File: src/rtl/spi_ctrl_pkg.sv
// Shared definitions for the SPI request arbiter slice.
//   - one-hot controller state encoding (IDLE/BUSY/GAP)
//   - frame width and read/write encodings of spi_wr_ctrl
//   - per-requester command struct (rd flag + write data)
package spi_ctrl_pkg;

  localparam int SPI_FRAME_W = 16;

  // spi_wr_ctrl encodings
  localparam logic RD = 1'b1;
  localparam logic WR = 1'b0;

  localparam logic [2:0] ST_IDLE_OH = 3'b001;
  localparam logic [2:0] ST_BUSY_OH = 3'b010;
  localparam logic [2:0] ST_GAP_OH  = 3'b100;

  typedef enum logic [2:0] {
    ST_IDLE = ST_IDLE_OH,
    ST_BUSY = ST_BUSY_OH,
    ST_GAP  = ST_GAP_OH
  } state_e;

  typedef struct packed {
    logic                   rd;
    logic [SPI_FRAME_W-1:0] wdata;
  } spi_cmd_t;

endpackage

File: src/rtl/spi_req_arbiter_if.sv
// Bundle of requester-side handshakes and spi_master frame signals.
//   slave  : arbiter view (takes requests, drives ack/err/rdata and the frame command)
//   master : environment view (requesters + spi_master)
//   req0/1, rd0/1, wdata0/1 : request level, read flag, write data
//   ack0/1, err0/1, rdata0/1: completion pulse, timeout flag, read data
//   spi_en, spi_sdata, spi_wr_ctrl : frame command to spi_master
//   spi_rdata, spi_done            : frame result from spi_master
interface spi_req_arbiter_if;
  import spi_ctrl_pkg::*;

  logic                   req0, req1;
  logic                   rd0, rd1;
  logic [SPI_FRAME_W-1:0] wdata0, wdata1;
  logic                   ack0, ack1;
  logic                   err0, err1;
  logic [SPI_FRAME_W-1:0] rdata0, rdata1;
  logic                   spi_en;
  logic [SPI_FRAME_W-1:0] spi_sdata;
  logic                   spi_wr_ctrl;
  logic [SPI_FRAME_W-1:0] spi_rdata;
  logic                   spi_done;

  modport slave (
    input  req0, req1, rd0, rd1, wdata0, wdata1, spi_rdata, spi_done,
    output ack0, ack1, err0, err1, rdata0, rdata1, spi_en, spi_sdata, spi_wr_ctrl
  );

  modport master (
    output req0, req1, rd0, rd1, wdata0, wdata1, spi_rdata, spi_done,
    input  ack0, ack1, err0, err1, rdata0, rdata1, spi_en, spi_sdata, spi_wr_ctrl
  );

endinterface

File: src/rtl/spi_req_arbiter_rr_arb2.sv
// 2-way round-robin arbiter.
//   req_i[1:0]   : request levels
//   grant_en_i   : a grant is taken this cycle (pointer advances when a request wins)
//   gnt_id_o     : winning requester
//   gnt_valid_o  : at least one request present
// ptr_q names the requester preferred on contention; it moves to the other
// requester on every grant taken, so after reset requester 0 wins a tie.
module spi_rr_arb2 (
  input  logic       sys_clk,
  input  logic       rst_n,
  input  logic [1:0] req_i,
  input  logic       grant_en_i,
  output logic       gnt_id_o,
  output logic       gnt_valid_o
);

  logic ptr_q, ptr_d;

  always_comb begin
    gnt_valid_o = |req_i;
    unique case (req_i)
      2'b10:   gnt_id_o = 1'b1;
      2'b11:   gnt_id_o = ptr_q;
      default: gnt_id_o = 1'b0;
    endcase
    ptr_d = ptr_q;
    if (grant_en_i && gnt_valid_o) ptr_d = ~gnt_id_o;
  end

  always_ff @(posedge sys_clk or negedge rst_n) begin
    if (!rst_n) ptr_q <= 1'b0;
    else        ptr_q <= ptr_d;
  end

endmodule

File: src/rtl/spi_req_arbiter.sv
// Front-end controller sharing one spi_master between two requesters.
// Round-robin grant, one frame at a time, timeout on a missing spi_done,
// and a fixed idle gap after every completion.
//   sys_clk, rst_n : clock, async active-low reset
//   bus            : requester handshakes + spi_master frame signals
//   busy_o         : controller not in IDLE
//   grant_id_o     : requester owning the current/last frame
module spi_req_arbiter
  import spi_ctrl_pkg::*;
#(
  parameter int TIMEOUT_CYC = 4096,
  parameter int GAP_CYC     = 8
) (
  input  logic                sys_clk,
  input  logic                rst_n,
  spi_req_arbiter_if.slave    bus,
  output logic                busy_o,
  output logic                grant_id_o
);

  localparam int TO_W  = (TIMEOUT_CYC > 1) ? $clog2(TIMEOUT_CYC) : 1;
  localparam int GAP_W = $clog2(GAP_CYC + 1);

  state_e                          state_q, state_d;
  logic [TO_W-1:0]                 to_cnt_q, to_cnt_d;
  logic [GAP_W-1:0]                gap_cnt_q, gap_cnt_d;
  logic                            en_q, en_d;
  logic [SPI_FRAME_W-1:0]          sdata_q, sdata_d;
  logic                            wr_ctrl_q, wr_ctrl_d;
  logic                            gid_q, gid_d;
  logic [1:0]                      ack_q, ack_d;
  logic [1:0]                      err_q, err_d;
  logic [1:0][SPI_FRAME_W-1:0]     rdata_q, rdata_d;

  spi_cmd_t [1:0] cmd;
  logic           gnt_id, gnt_valid;

  assign cmd[0] = '{rd: bus.rd0, wdata: bus.wdata0};
  assign cmd[1] = '{rd: bus.rd1, wdata: bus.wdata1};

  spi_rr_arb2 u_arb (
    .sys_clk     (sys_clk),
    .rst_n       (rst_n),
    .req_i       ({bus.req1, bus.req0}),
    .grant_en_i  (state_q == ST_IDLE),
    .gnt_id_o    (gnt_id),
    .gnt_valid_o (gnt_valid)
  );

  always_comb begin
    state_d   = state_q;
    to_cnt_d  = to_cnt_q;
    gap_cnt_d = gap_cnt_q;
    en_d      = en_q;
    sdata_d   = sdata_q;
    wr_ctrl_d = wr_ctrl_q;
    gid_d     = gid_q;
    ack_d     = '0;
    err_d     = '0;
    rdata_d   = rdata_q;
    unique case (state_q)
      ST_IDLE: begin
        if (gnt_valid) begin
          // Command fields are captured here only; later req/wdata changes do not matter.
          sdata_d   = (cmd[gnt_id].rd == RD) ? '0 : cmd[gnt_id].wdata;
          wr_ctrl_d = cmd[gnt_id].rd;
          en_d      = 1'b1;
          gid_d     = gnt_id;
          to_cnt_d  = '0;
          state_d   = ST_BUSY;
        end
      end
      ST_BUSY: begin
        // spi_done has priority over a timeout landing in the same cycle.
        if (bus.spi_done) begin
          en_d          = 1'b0;
          ack_d[gid_q]  = 1'b1;
          if (wr_ctrl_q == RD) rdata_d[gid_q] = bus.spi_rdata;
          gap_cnt_d     = '0;
          state_d       = ST_GAP;
        end else if (to_cnt_q == TO_W'(TIMEOUT_CYC - 1)) begin
          en_d          = 1'b0;
          ack_d[gid_q]  = 1'b1;
          err_d[gid_q]  = 1'b1;
          gap_cnt_d     = '0;
          state_d       = ST_GAP;
        end else begin
          to_cnt_d = to_cnt_q + 1'b1;
        end
      end
      ST_GAP: begin
        if (gap_cnt_q == GAP_W'(GAP_CYC - 1)) state_d = ST_IDLE;
        else                                  gap_cnt_d = gap_cnt_q + 1'b1;
      end
      default: begin
        state_d = ST_IDLE;
        en_d    = 1'b0;
      end
    endcase
  end

  always_ff @(posedge sys_clk or negedge rst_n) begin
    if (!rst_n) begin
      state_q   <= ST_IDLE;
      to_cnt_q  <= '0;
      gap_cnt_q <= '0;
      en_q      <= 1'b0;
      sdata_q   <= '0;
      wr_ctrl_q <= WR;
      gid_q     <= 1'b0;
      ack_q     <= '0;
      err_q     <= '0;
      rdata_q   <= '0;
    end else begin
      state_q   <= state_d;
      to_cnt_q  <= to_cnt_d;
      gap_cnt_q <= gap_cnt_d;
      en_q      <= en_d;
      sdata_q   <= sdata_d;
      wr_ctrl_q <= wr_ctrl_d;
      gid_q     <= gid_d;
      ack_q     <= ack_d;
      err_q     <= err_d;
      rdata_q   <= rdata_d;
    end
  end

  assign bus.spi_en      = en_q;
  assign bus.spi_sdata   = sdata_q;
  assign bus.spi_wr_ctrl = wr_ctrl_q;
  assign bus.ack0        = ack_q[0];
  assign bus.ack1        = ack_q[1];
  assign bus.err0        = err_q[0];
  assign bus.err1        = err_q[1];
  assign bus.rdata0      = rdata_q[0];
  assign bus.rdata1      = rdata_q[1];
  assign busy_o          = (state_q != ST_IDLE);
  assign grant_id_o      = gid_q;

endmodule

File: src/flat_wrapper.sv
// flat-port wrapper written by rule: the top's interface ports become plain ports
module spi_req_arbiter_flat import spi_ctrl_pkg::*;
#(
  parameter int TIMEOUT_CYC = 4096,
  parameter int GAP_CYC     = 8
)
  (sys_clk, rst_n, busy_o, grant_id_o, bus_req0, bus_req1, bus_rd0, bus_rd1, bus_wdata0, bus_wdata1, bus_spi_rdata, bus_spi_done, bus_ack0, bus_ack1, bus_err0, bus_err1, bus_rdata0, bus_rdata1, bus_spi_en, bus_spi_sdata, bus_spi_wr_ctrl);
  spi_req_arbiter_if bus_i ();
  input  logic sys_clk;
  input  logic rst_n;
  output logic busy_o;
  output logic grant_id_o;
  input wire logic [$bits(bus_i.req0)-1:0] bus_req0;
  input wire logic [$bits(bus_i.req1)-1:0] bus_req1;
  input wire logic [$bits(bus_i.rd0)-1:0] bus_rd0;
  input wire logic [$bits(bus_i.rd1)-1:0] bus_rd1;
  input wire logic [$bits(bus_i.wdata0)-1:0] bus_wdata0;
  input wire logic [$bits(bus_i.wdata1)-1:0] bus_wdata1;
  input wire logic [$bits(bus_i.spi_rdata)-1:0] bus_spi_rdata;
  input wire logic [$bits(bus_i.spi_done)-1:0] bus_spi_done;
  output wire logic [$bits(bus_i.ack0)-1:0] bus_ack0;
  output wire logic [$bits(bus_i.ack1)-1:0] bus_ack1;
  output wire logic [$bits(bus_i.err0)-1:0] bus_err0;
  output wire logic [$bits(bus_i.err1)-1:0] bus_err1;
  output wire logic [$bits(bus_i.rdata0)-1:0] bus_rdata0;
  output wire logic [$bits(bus_i.rdata1)-1:0] bus_rdata1;
  output wire logic [$bits(bus_i.spi_en)-1:0] bus_spi_en;
  output wire logic [$bits(bus_i.spi_sdata)-1:0] bus_spi_sdata;
  output wire logic [$bits(bus_i.spi_wr_ctrl)-1:0] bus_spi_wr_ctrl;
  assign bus_i.req0 = bus_req0;
  assign bus_i.req1 = bus_req1;
  assign bus_i.rd0 = bus_rd0;
  assign bus_i.rd1 = bus_rd1;
  assign bus_i.wdata0 = bus_wdata0;
  assign bus_i.wdata1 = bus_wdata1;
  assign bus_i.spi_rdata = bus_spi_rdata;
  assign bus_i.spi_done = bus_spi_done;
  assign bus_ack0 = bus_i.ack0;
  assign bus_ack1 = bus_i.ack1;
  assign bus_err0 = bus_i.err0;
  assign bus_err1 = bus_i.err1;
  assign bus_rdata0 = bus_i.rdata0;
  assign bus_rdata1 = bus_i.rdata1;
  assign bus_spi_en = bus_i.spi_en;
  assign bus_spi_sdata = bus_i.spi_sdata;
  assign bus_spi_wr_ctrl = bus_i.spi_wr_ctrl;
  spi_req_arbiter #(.TIMEOUT_CYC(TIMEOUT_CYC), .GAP_CYC(GAP_CYC)) u_core (.sys_clk(sys_clk), .rst_n(rst_n), .bus(bus_i), .busy_o(busy_o), .grant_id_o(grant_id_o));
endmodule
File: config.mk
export PLATFORM = sky130hd
export DESIGN_NAME = spi_req_arbiter_flat
export DESIGN_NICKNAME = d
export VERILOG_FILES = /design/src/rtl/spi_ctrl_pkg.sv /design/src/rtl/spi_req_arbiter_if.sv /design/src/rtl/spi_req_arbiter_rr_arb2.sv /design/src/rtl/spi_req_arbiter.sv /design/src/flat_wrapper.sv
export SDC_FILE = /design/constraint.sdc
export NUM_CORES = 1
export LEC_CHECK = 0
export CORE_ASPECT_RATIO = 0.6
export CORE_UTILIZATION = 46
export CTS_CLUSTER_DIAMETER = 40
export DETAILED_ROUTE_END_ITERATION = 16
export PLACE_DENSITY = 0.91
export SYNTH_ARGS = -nofsm -noshare
export SYNTH_HDL_FRONTEND = slang
export SYNTH_HIERARCHICAL = 1
export SYNTH_SLANG_ARGS = --single-unit
File: constraint.sdc
create_clock -name sys_clk -period 2.7 [get_ports sys_clk]
set_clock_uncertainty 0.2 [all_clocks]
set_input_delay 0.81 -clock sys_clk [delete_from_list [all_inputs] [get_ports sys_clk]]
set_output_delay 0.81 -clock sys_clk [all_outputs]
set_load 0.02 [all_outputs]
== Yosys cells after proc, flatten, opt, wreduce, memory -nomap -nowiden ==
Cells that the tools add are included.

* Flip-flop bits (word level): 75
* Bits of input ports: 55

* $lt $le $gt $ge: 3
* Reduce and logical (&&, ||, !) cells: 11
* Muxes and demuxes: 31
* Equal/unequal tests: 14
* $add $sub $neg: 2
* Bitwise gates (word level): 2

{| class="wikitable"
|+ Operator list
! cell !! count
|-
| 2-to-1 mux 12 bit || 3
|-
| 2-to-1 mux 17 bit || 2
|-
| bitwise mux 32 bit || 1
|-
| 2-to-1 mux 16 bit || 2
|-
| one-hot mux 12 bit (2 select lines) || 1
|-
| demux 16 bit (select 1 bit) || 1
|-
| adder 12 x 1 -> 12 bit (second input constant) || 1
|-
| equality test 12 bit (second input constant) || 1
|-
| 2-to-1 mux 3 bit || 4
|-
| 2-to-1 mux 4 bit || 3
|-
| AND reduction 3 bit || 4
|-
| 2-to-1 mux 2 bit || 5
|-
| one-hot mux 3 bit (3 select lines) || 1
|-
| one-hot mux 4 bit (2 select lines) || 1
|-
| inequality test 2 bit (second input constant) || 3
|-
| adder 4 x 1 -> 4 bit (second input constant) || 1
|-
| equality test 2 bit (second input constant) || 2
|-
| equality test 4 x 3 -> 1 bit (second input constant) || 1
|-
| < comparator 1 x 2 -> 1 bit (second input constant) || 2
|-
| 2-to-1 mux 1 bit || 4
|-
| inequality test 2 x 1 -> 1 bit (second input constant) || 2
|-
| AND reduction 4 bit || 1
|-
| nonzero test 2 bit || 2
|-
| equality test 3 x 1 -> 1 bit (second input constant) || 1
|-
| other kinds (12) || 14
|}

== Depth between registers and ports, before layout ==
Gate-level depths: netlist of run 1.

* Depth after elaboration: 7
* Mapped depth: 7
* Depth with buffers taken out: 6

== Cells and area by module ==
Netlist of run 1, hierarchy kept.

{| class="wikitable"
|+ By module, submodules not included
! module !! seq. area each (um^2) !! cells each !! times used !! area an instance (um^2)
|-
| spi_req_arbiter || 1,853.0 || 269 || 1 || 3,253.1
|-
| spi_rr_arb2 || 25.0 || 6 || 1 || 53.8
|}

== Worst setup path after synthesis of run 1 ==
Ideal clock, no wire load.

* Path kind: input -> register
* Start: in bus_spi_done
* End: reg u_core.to_cnt_q[8]
* Data required time: 2,374 ps
* Arrival time: 2,000 ps
* Cell stages on the path: 4
* Setup slack: 373 ps
* Library setup time: 126 ps
* Path through: or4b_4 -> a31oi_4 -> nor2_1 -> a221o_2

* Cells in the longest elaborated chain, start to end: 2

{| class="wikitable"
|+ Ends and longest elaborated chain
! element !! RTL line !! RTL
|-
| start, declared || flat_wrapper.sv:20 || <nowiki>input wire logic [$bits(bus_i.spi_done)-1:0] bus_spi_done;</nowiki>
|-
| inequality test 2 bit (no line) || n/a ||
|-
| AND reduction 4 bit (no line) || n/a ||
|-
| end signal, assigned || spi_req_arbiter.sv:116 || <nowiki>to_cnt_q <= to_cnt_d;</nowiki>
|-
| end, declared || spi_req_arbiter.sv:25 || <nowiki>logic [TO_W-1:0] to_cnt_q, to_cnt_d;</nowiki>
|}

Every way passes these cells.
A chain may end at the register's enable or synchronous reset.

== Worst setup path in the final report of run 1 ==
* Start: reg u_core.state_q[0]
* End: out busy_o

* Cells in the longest elaborated chain, start to end: 1

{| class="wikitable"
|+ Ends and longest elaborated chain
! element !! RTL line !! RTL
|-
| start, declared || spi_req_arbiter.sv:24 || <nowiki>state_e state_q, state_d;</nowiki>
|-
| start signal, assigned || spi_req_arbiter.sv:115 || <nowiki>state_q <= state_d;</nowiki>
|-
| inequality test 3 x 1 -> 1 bit || spi_req_arbiter.sv:137 || <nowiki>assign busy_o = (state_q != ST_IDLE);</nowiki>
|-
| end, declared || flat_wrapper.sv:11 || <nowiki>output logic busy_o;</nowiki>
|}

Every way passes these cells.

==> summary.md, run 1 <==
| Metric | Value |
|---|---|
| Static leakage | `2.20 nW` |
| Routed vias/inst | `5.42` |
| Hold Path Class | `input port to asynchronous set/reset pin` |
| Core area | `6820 µm²` |
| Period minus WS final | `2.66 ns` |
| Setup violators final | `0` |
| Mean post-synth cell area | `12.0 µm²` |
| Footprint of the multi-input gates | `1370 µm²` |
| Compound-cell area share of the yosys netlist | `9.16%` |
| Maximum vdd drop | `0.000618 V` |
| First-pass GRT wire length | `13600 µm` |
| RD Place Congestion | `0.829` |
| Unrepaired setup endpoints after global routing | `false` |
| Pwr dens | `1070 nW/µm²` |
| RR Startpoint | `u_core/to_cnt_q[0]$_DFFE_PN0P_` |
| Drt first-iter violations | `131` |
| Tot GR Track Use | `23.9%` |
| Slew Limit Fails | `0` |
| Distinct cells, synth | `51` |
| Setup CP Type | `flip-flop to output port` |
| Layout Nets | `458` |
| CTS tree | `built` |
| Met1 GRT Util | `28.0%` |
| DRC Markers | `4` |
| Vias | `2674` |
| CP Launch Type | `flip-flop` |
| CTS max path bufs | `2` |
| Total global routing overflow | `0` |
| Antenna violations before repair | `0` |
| Met2 GRT Util | `38.8%` |
| Crit-path max cell delay | `0.58 ns` |
| Crit share post-route | `98.6%` |
| Area of the mapped netlist | `3310 µm²` |
| Post-Synth Adder-Cell Area | `0.757%` |
| # Post-CTS Setup Buffers | `0` |
| CP max FO | `5` |
| Hold Fails Final Rpt | `0` |
| CTS Sinks | `75` |
| Starting density of the core | `48.5%` |
| PortBufs | `110` |
| Main combinational cell family by area after synthesis | `multiplexers` |
| Met3 Use GR | `11.0%` |
| Number of global-route vias before repair | `2742` |
| Max-cap viol count | `0` |
| Violated checks | `DRC` |
| Row cnt | `23` |
| Seq/Total Area, Yosys | `56.8%` |
| Cells after Synth | `275` |
| Critical Path RT | `1.69 ns` |
| Yosys warning count | `6` |
| Seq. cell area | `1880 µm²` |
| Routed len/inst | `16.8 µm` |
| FF+latch count, synth | `75` |
| Xor/xnor share of the synthesized area | `0%` |
| Root buffer cell | `clkbuf_16` |
| Synth Area in Simple Gates | `14.6%` |
| Area delta synth->final | `50.1%` |
| Post-DP HPWL | `5950 µm` |
| Ant. Diodes | `0` |
| WP data arrival | `1.65 ns` |
| Cts bufs inserted | `9` |
| Layout cell share with drive strength beyond 1 | `20.0%` |
| Worst skew pair latency | `0.33 ns` |
| Largest net degree at the start of global routing | `39` |
| Die height | `67.7 µm` |
| DP Worst Slack | `-0.198 ns` |
| Slew headroom | `36.5%` |
| Post-route insts no fill | `493` |
| Clk slew on worst S/H paths | `0.06 ns` |
| GRT busiest layer | `met2` |
| Tightest Pin Transition | `0.945 ns` |
| DRT Pass-1 Iters | `10` |
| DP Cell Count | `477` |
| Number of enable flip-flop cells after synthesis | `0` |
| Worst setup EP type | `output port` |
| Status | `complete, but fails checks` |
| Die X | `111 µm` |
| Total Wirelength | `8290 µm` |
| Post-synthesis mux area share | `16.7%` |
| Slowest cell on the critical path | `dfstp_2` |
| Util after Layout | `72.8%` |
| Post-synth ARST share | `100%` |
| Setup ws final | `0.0385 ns` |
| ANT nets after route | `0` |
| Crit-path cells | `or3b_1 -> dlygate4sd2_1` |
| Post-synth top flop | `dfrtp_1` |
| Fillers | `453` |
| Die area | `7540 µm²` |
| Fmax | `0.376 GHz` |
| H-Tree Depth | `3` |
| Net count after synthesis | `332` |
| I/O pins | `111` |
| Origin of the worst setup path | `u_core/state_q[0]$_DFFE_PN1P_` |
| Final hold slack | `0.247 ns` |
-- sequential cells by signal, summed over array words and instances, names as in the netlist --
name and flops:
u_core/to_cnt_q 12, u_core/bus.spi_en 1, u_core/bus.rdata0 16, u_core/ack_q 2, u_core/gap_cnt_q 4, u_core/bus.rdata1 16
u_core/u_arb/ptr_q 1, u_core/err_q 2, u_core/state_q 3, u_core/bus.spi_sdata 16, u_core/grant_id_o 1, u_core/bus.spi_wr_ctrl 1
-- per-layer routing --
metal  vias to the layer above  share of wire, %
met2                       118                47
li1                       1259                 -
met5                         -                 0
met3                        17               9.2
met4                         0               1.9
met1                      1280                42
-- worst max-delay path, delay by kind of cell, from the launching register on --
family	cells	cell delay, ns
flops	1	0.58
simple gates	1	0.40
buf+inv	1	0.35
-- metrics by stage --
stage / cell area [µm²] / total power [mW] / setup TNS, ns
2_1_floorplan: 3310 / 2.85 / 0
3_3_place_gp: 4610 / 3.85 / -0.554
3_5_place_dp: 4610 / 3.94 / -1.02
4_1_cts: 4960 / 5.36 / 0
5_1_grt: 4960 / 5.60 / 0
6_report: 4960 / 5.31 / 0
-- Yosys cell counts (2+ instances only) --
cell type   n  area, µm²
ha_1        2       25.0
nand4_1     5       31.3
a31oi_1     4       25.0
nor3b_2     2       25.0
buf_2       4       20.0
nand2_1    33        124
nor3_1      4       20.0
nand3b_1    3       22.5
dfrtp_1    74       1850
mux2_2     33        372
a21oi_1     3       15.0
a22oi_1     2       15.0
and2_1      2       12.5
inv_1       4       15.0
and4_1      2       17.5
a22o_1      4       35.0
nor2_1      5       18.8
nand3_1    13       65.1
mux2i_1    18        180
o21ai_0    20        100
and3_1      2       12.5
a21o_1      3       22.5
clkbuf_1    5       18.8
-- repair_timing --
| item | CTS | global route |
|---|---|---|
| gates resized for setup | 1 | 1 |
| pin swaps | 0 | 0 |
| hold buffers | 0 | 0 |
| setup endpoints to repair | 1 | 2 |
-- final timing paths --
check | to | cells after the start | slack (ns)
max in group asynchronous | u_core/state_q[0]$_DFFE_PN1P_ | 2 | 1.43
min in group sys_clk | u_core/bus.spi_sdata[0]$_DFFE_PN0P_ | 2 | 0.29
setup / recovery | busy_o | 2 | 0.04
hold reg to reg | u_core/bus.spi_sdata[0]$_DFFE_PN0P_ | 2 | 0.29
hold / removal | u_core/err_q[0]$_DFF_PN0_ | 1 | 0.25
setup reg to reg | u_core/to_cnt_q[7]$_DFFE_PN0P_ | 6 | 0.32
-- logic make-up after synthesis --
kind of cell    count (synthesis)
flops                          75
buf+inv                        15
compound gates                 45
mux                            51
fa+ha+maj                       2
simple gates                   87
-- placed cells by master (no fill, tap or decap), types with 5 or more instances in the layout --
cell / n
mux2i_1: 18
nor2_1: 5
clkbuf_16: 9
clkdlybuf4s50_1: 108
dfrtp_1: 74
mux2_2: 33
nand2_1: 33
buf_4: 14
nand3_1: 13
nand4_1: 5
o21ai_0: 20
-- area by class of cell --
class	instances	share of cell area (%)
Multi-Input combinational cell	185	27.7
Timing Repair Buffer	125	24.9
Clock inverter	7	2.50
Clock buffer	9	4.54
Tap cell	87	2.19
Sequential cell	75	37.8
Inverter	5	0.378
-- where the power goes --
part	total (mW)	internal, mW	switching, mW
combinational	2.18	1.07	1.11
sequential	1.76	1.52	0.244
clock	1.37	0.910	0.463
Note: power is estimated with default switching activity, not from simulation.
==> inputs of run 2 (changes only) <==
--- a/config.mk
+++ b/config.mk
@@ -8,6 +8,7 @@
 export CORE_ASPECT_RATIO = 0.6
 export CORE_UTILIZATION = 46
 export CTS_CLUSTER_DIAMETER = 40
+export CTS_CLUSTER_SIZE = 16
 export DETAILED_ROUTE_END_ITERATION = 16
 export PLACE_DENSITY = 0.91
 export SYNTH_ARGS = -nofsm -noshare
==> constraint.sdc (replaced) <==
create_clock -name sys_clk -period 2.5 [get_ports sys_clk]
set_clock_uncertainty 0.2 [all_clocks]
set_input_delay 0.75 -clock sys_clk [delete_from_list [all_inputs] [get_ports sys_clk]]
set_output_delay 0.75 -clock sys_clk [all_outputs]
set_load 0.02 [all_outputs]
==> run 2 against run 1 <==
The flow still finishes with violations (DRC). Wire length rose by 1.9%. Global-route usage rose by 0.86 points. Core utilization rose by 0.42 points. Via count rose by 1.4%. Sequential share of layout area fell by 0.22 points. Worst hold slack got worse by 0.16 ns. Register-to-register slack got worse by 0.06 ns. Final area rose by 0.58%. Combinational power rose by 10%. Flip-flop and latch count did not move. Critical endpoint is now u_core/to_cnt_q[8]$_DFFE_PN0P_.
==> summary.md, run 2 (synthesized netlist as in run 1, its figures left out) <==
| Metric | Value |
|---|---|
| Status | `complete, but fails checks` |
| Violated checks | `DRC` |
| Worst setup EP type | `flip-flop` |
| DRC Markers | `4 (unchanged)` |
| Tightest Pin Transition | `0.628 ns (-0.317 ns)` |
| RR Startpoint | `u_core/to_cnt_q[0]$_DFFE_PN0P_` |
| Row cnt | `23 (unchanged)` |
| Max-cap viol count | `0 (unchanged)` |
| Post-route insts no fill | `500 (+1.4%)` |
| Fmax | `0.418 GHz` |
| CTS Sinks | `75 (unchanged)` |
| Slew Limit Fails | `0 (unchanged)` |
| I/O pins | `111 (unchanged)` |
| Hold Path Class | `input port to asynchronous set/reset pin` |
| Core area | `6820 µm² (unchanged)` |
| # Post-CTS Setup Buffers | `0 (unchanged)` |
| Clk slew on worst S/H paths | `0.06 ns (about the same)` |
| Largest net degree at the start of global routing | `41 (+5.1%)` |
| Static leakage | `2.22 nW (+0.92%)` |
| Die height | `67.7 µm (unchanged)` |
| Layout Nets | `465 (+1.5%)` |
| GRT busiest layer | `met2` |
| Final hold slack | `0.0857 ns (-0.161 ns)` |
| Origin of the worst setup path | `bus_spi_done` |
| Setup violators final | `0 (unchanged)` |
| Routed len/inst | `16.9 µm (+0.52%)` |
| Routed vias/inst | `5.42 (about the same)` |
| Cts bufs inserted | `9 (unchanged)` |
| Met2 GRT Util | `43.1% (+4.3 points)` |
| Met3 Use GR | `10.1% (-0.81 points)` |
| DP Cell Count | `484 (+1.5%)` |
| Starting density of the core | `48.5% (unchanged)` |
| Layout cell share with drive strength beyond 1 | `21.5% (+1.6 points)` |
| Root buffer cell | `clkbuf_16` |
| Post-CTS Hold Fix Bufs | `0 (unchanged)` |
| Commonest non-fill, non-tap cell in the layout | `clkdlybuf4s50_1` |
| Die X | `111 µm (unchanged)` |
| Tot GR Track Use | `24.8% (+0.86 points)` |
| DRT Pass-1 Iters | `11 (+1)` |
| First-pass GRT wire length | `13900 µm (+2.5%)` |
| Vias | `2712 (+1.4%)` |
| Ant. Diodes | `0 (unchanged)` |
| Maximum vdd drop | `0.000782 V (+27%)` |
| Most frequent cells in the layout | `clkdlybuf4s50_1 (108), dfrtp_1 (74), nand2_1 (33), mux2_2 (33)` |
| H-Tree Depth | `3 (unchanged)` |
| Crit share post-route | `95.6%` |
| Total power | `5.66 mW (+6.5%)` |
| Setup ws final | `0.110 ns (+0.0713 ns)` |
| Unrepaired setup endpoints after global routing | `false` |
| DP Worst Slack | `-0.268 ns (-0.0700 ns)` |
| Worst skew pair latency | `0.33 ns (about the same)` |
| Setup TNS | `0 ns (unchanged)` |
| CTS max path bufs | `2 (unchanged)` |
| Number of global-route vias before repair | `2845 (+3.8%)` |
| ANT nets after route | `0 (unchanged)` |
| WP data arrival | `2.40 ns (+0.75 ns)` |
| Total Wirelength | `8450 µm (+1.9%)` |
| Pwr dens | `1130 nW/µm² (+5.9%)` |
| Area delta synth->final | `51.0%` |
| Period minus WS final | `2.39 ns` |
| CTS tree | `built` |
| Post-CTS sizing | `3 (+2)` |
| Post-DP HPWL | `6320 µm (+6.1%)` |
| Slew headroom | `57.9% (+21 points)` |
| Die area | `7540 µm² (unchanged)` |
| Setup CP Type | `input port to flip-flop` |
| Hold Fails Final Rpt | `0 (unchanged)` |
| PortBufs | `110 (unchanged)` |
| CP Launch Type | `input port` |
| Antenna violations before repair | `0 (unchanged)` |
| Met1 GRT Util | `28.5% (+0.44 points)` |
| CP max FO | `4 (-1)` |
| Total global routing overflow | `0 (unchanged)` |
| Critical Path RT | `2.51 ns (+0.82 ns)` |
| Drt first-iter violations | `115 (-12%)` |
| RD Place Congestion | `0.856 (+3.2%)` |
[run 2: cell count changes in the layout (fill, tap and decap cells not counted), sizes merged]
cell         change
buf              +8
bufinv           -1
clkinv           +1
clkinvlp         +2
dlygate4sd2      -1
inv              -2
[run 2: where the power goes]
group / internal (mW) / leakage (nW) / switching [mW] / total, mW
clock network: 0.868 / 0.147 / 0.482 / 1.35
registers: 1.64 / 0.978 / 0.267 / 1.91
logic: 1.21 / 1.10 / 1.19 / 2.40
total: 3.72 / 2.22 / 1.94 / 5.66
[run 2: final cells by class]
| type | count | area (µm²) |
|---|---|---|
| Clock buffer | 9 | 225 |
| Clock inverter | 7 | 92.6 |
| Fill cell | 447 | 1830 |
| Inverter | 5 | 18.8 |
| Multi-Input combinational cell | 185 | 1370 |
| Sequential cell | 75 | 1880 |
| Tap cell | 87 | 109 |
| Timing Repair Buffer | 132 | 1300 |
[run 2: worst paths after layout]
kind | endpoint | slack, ns | cells past startpoint
min | u_core/to_cnt_q[3]$_DFFE_PN0P_ | 0.09 | 1
min reg2reg | u_core/bus.spi_sdata[3]$_DFFE_PN0P_ | 0.28 | 2
max in group asynchronous | u_core/state_q[0]$_DFFE_PN1P_ | 1.48 | 2
max | u_core/to_cnt_q[8]$_DFFE_PN0P_ | 0.11 | 5
min in group sys_clk | u_core/bus.spi_sdata[3]$_DFFE_PN0P_ | 0.28 | 2
max reg2reg | u_core/to_cnt_q[7]$_DFFE_PN0P_ | 0.26 | 6
[run 2: routing by layer]
layer  part of all wire (%)  vias up
li1                       -     1269
met1                     40     1323
met2                     50      109
met3                    8.9       11
met4                    1.1        0
met5                      0        -
[run 2: stage by stage]
step,area (µm²),util (%)
after floorplan,3310,-
after global placement,4670,68.5
after detailed placement,4670,68.5
after CTS,4990,73.2
after global routing,4990,73.2
final,4990,73.2
[run 2: worst max-delay path, stage by stage]
cell and delay, ns:
clkdlybuf4s50_1 0.45, or4b_4 0.58, a31oi_4 0.17, nor2_1 0.07
a221o_2 0.38
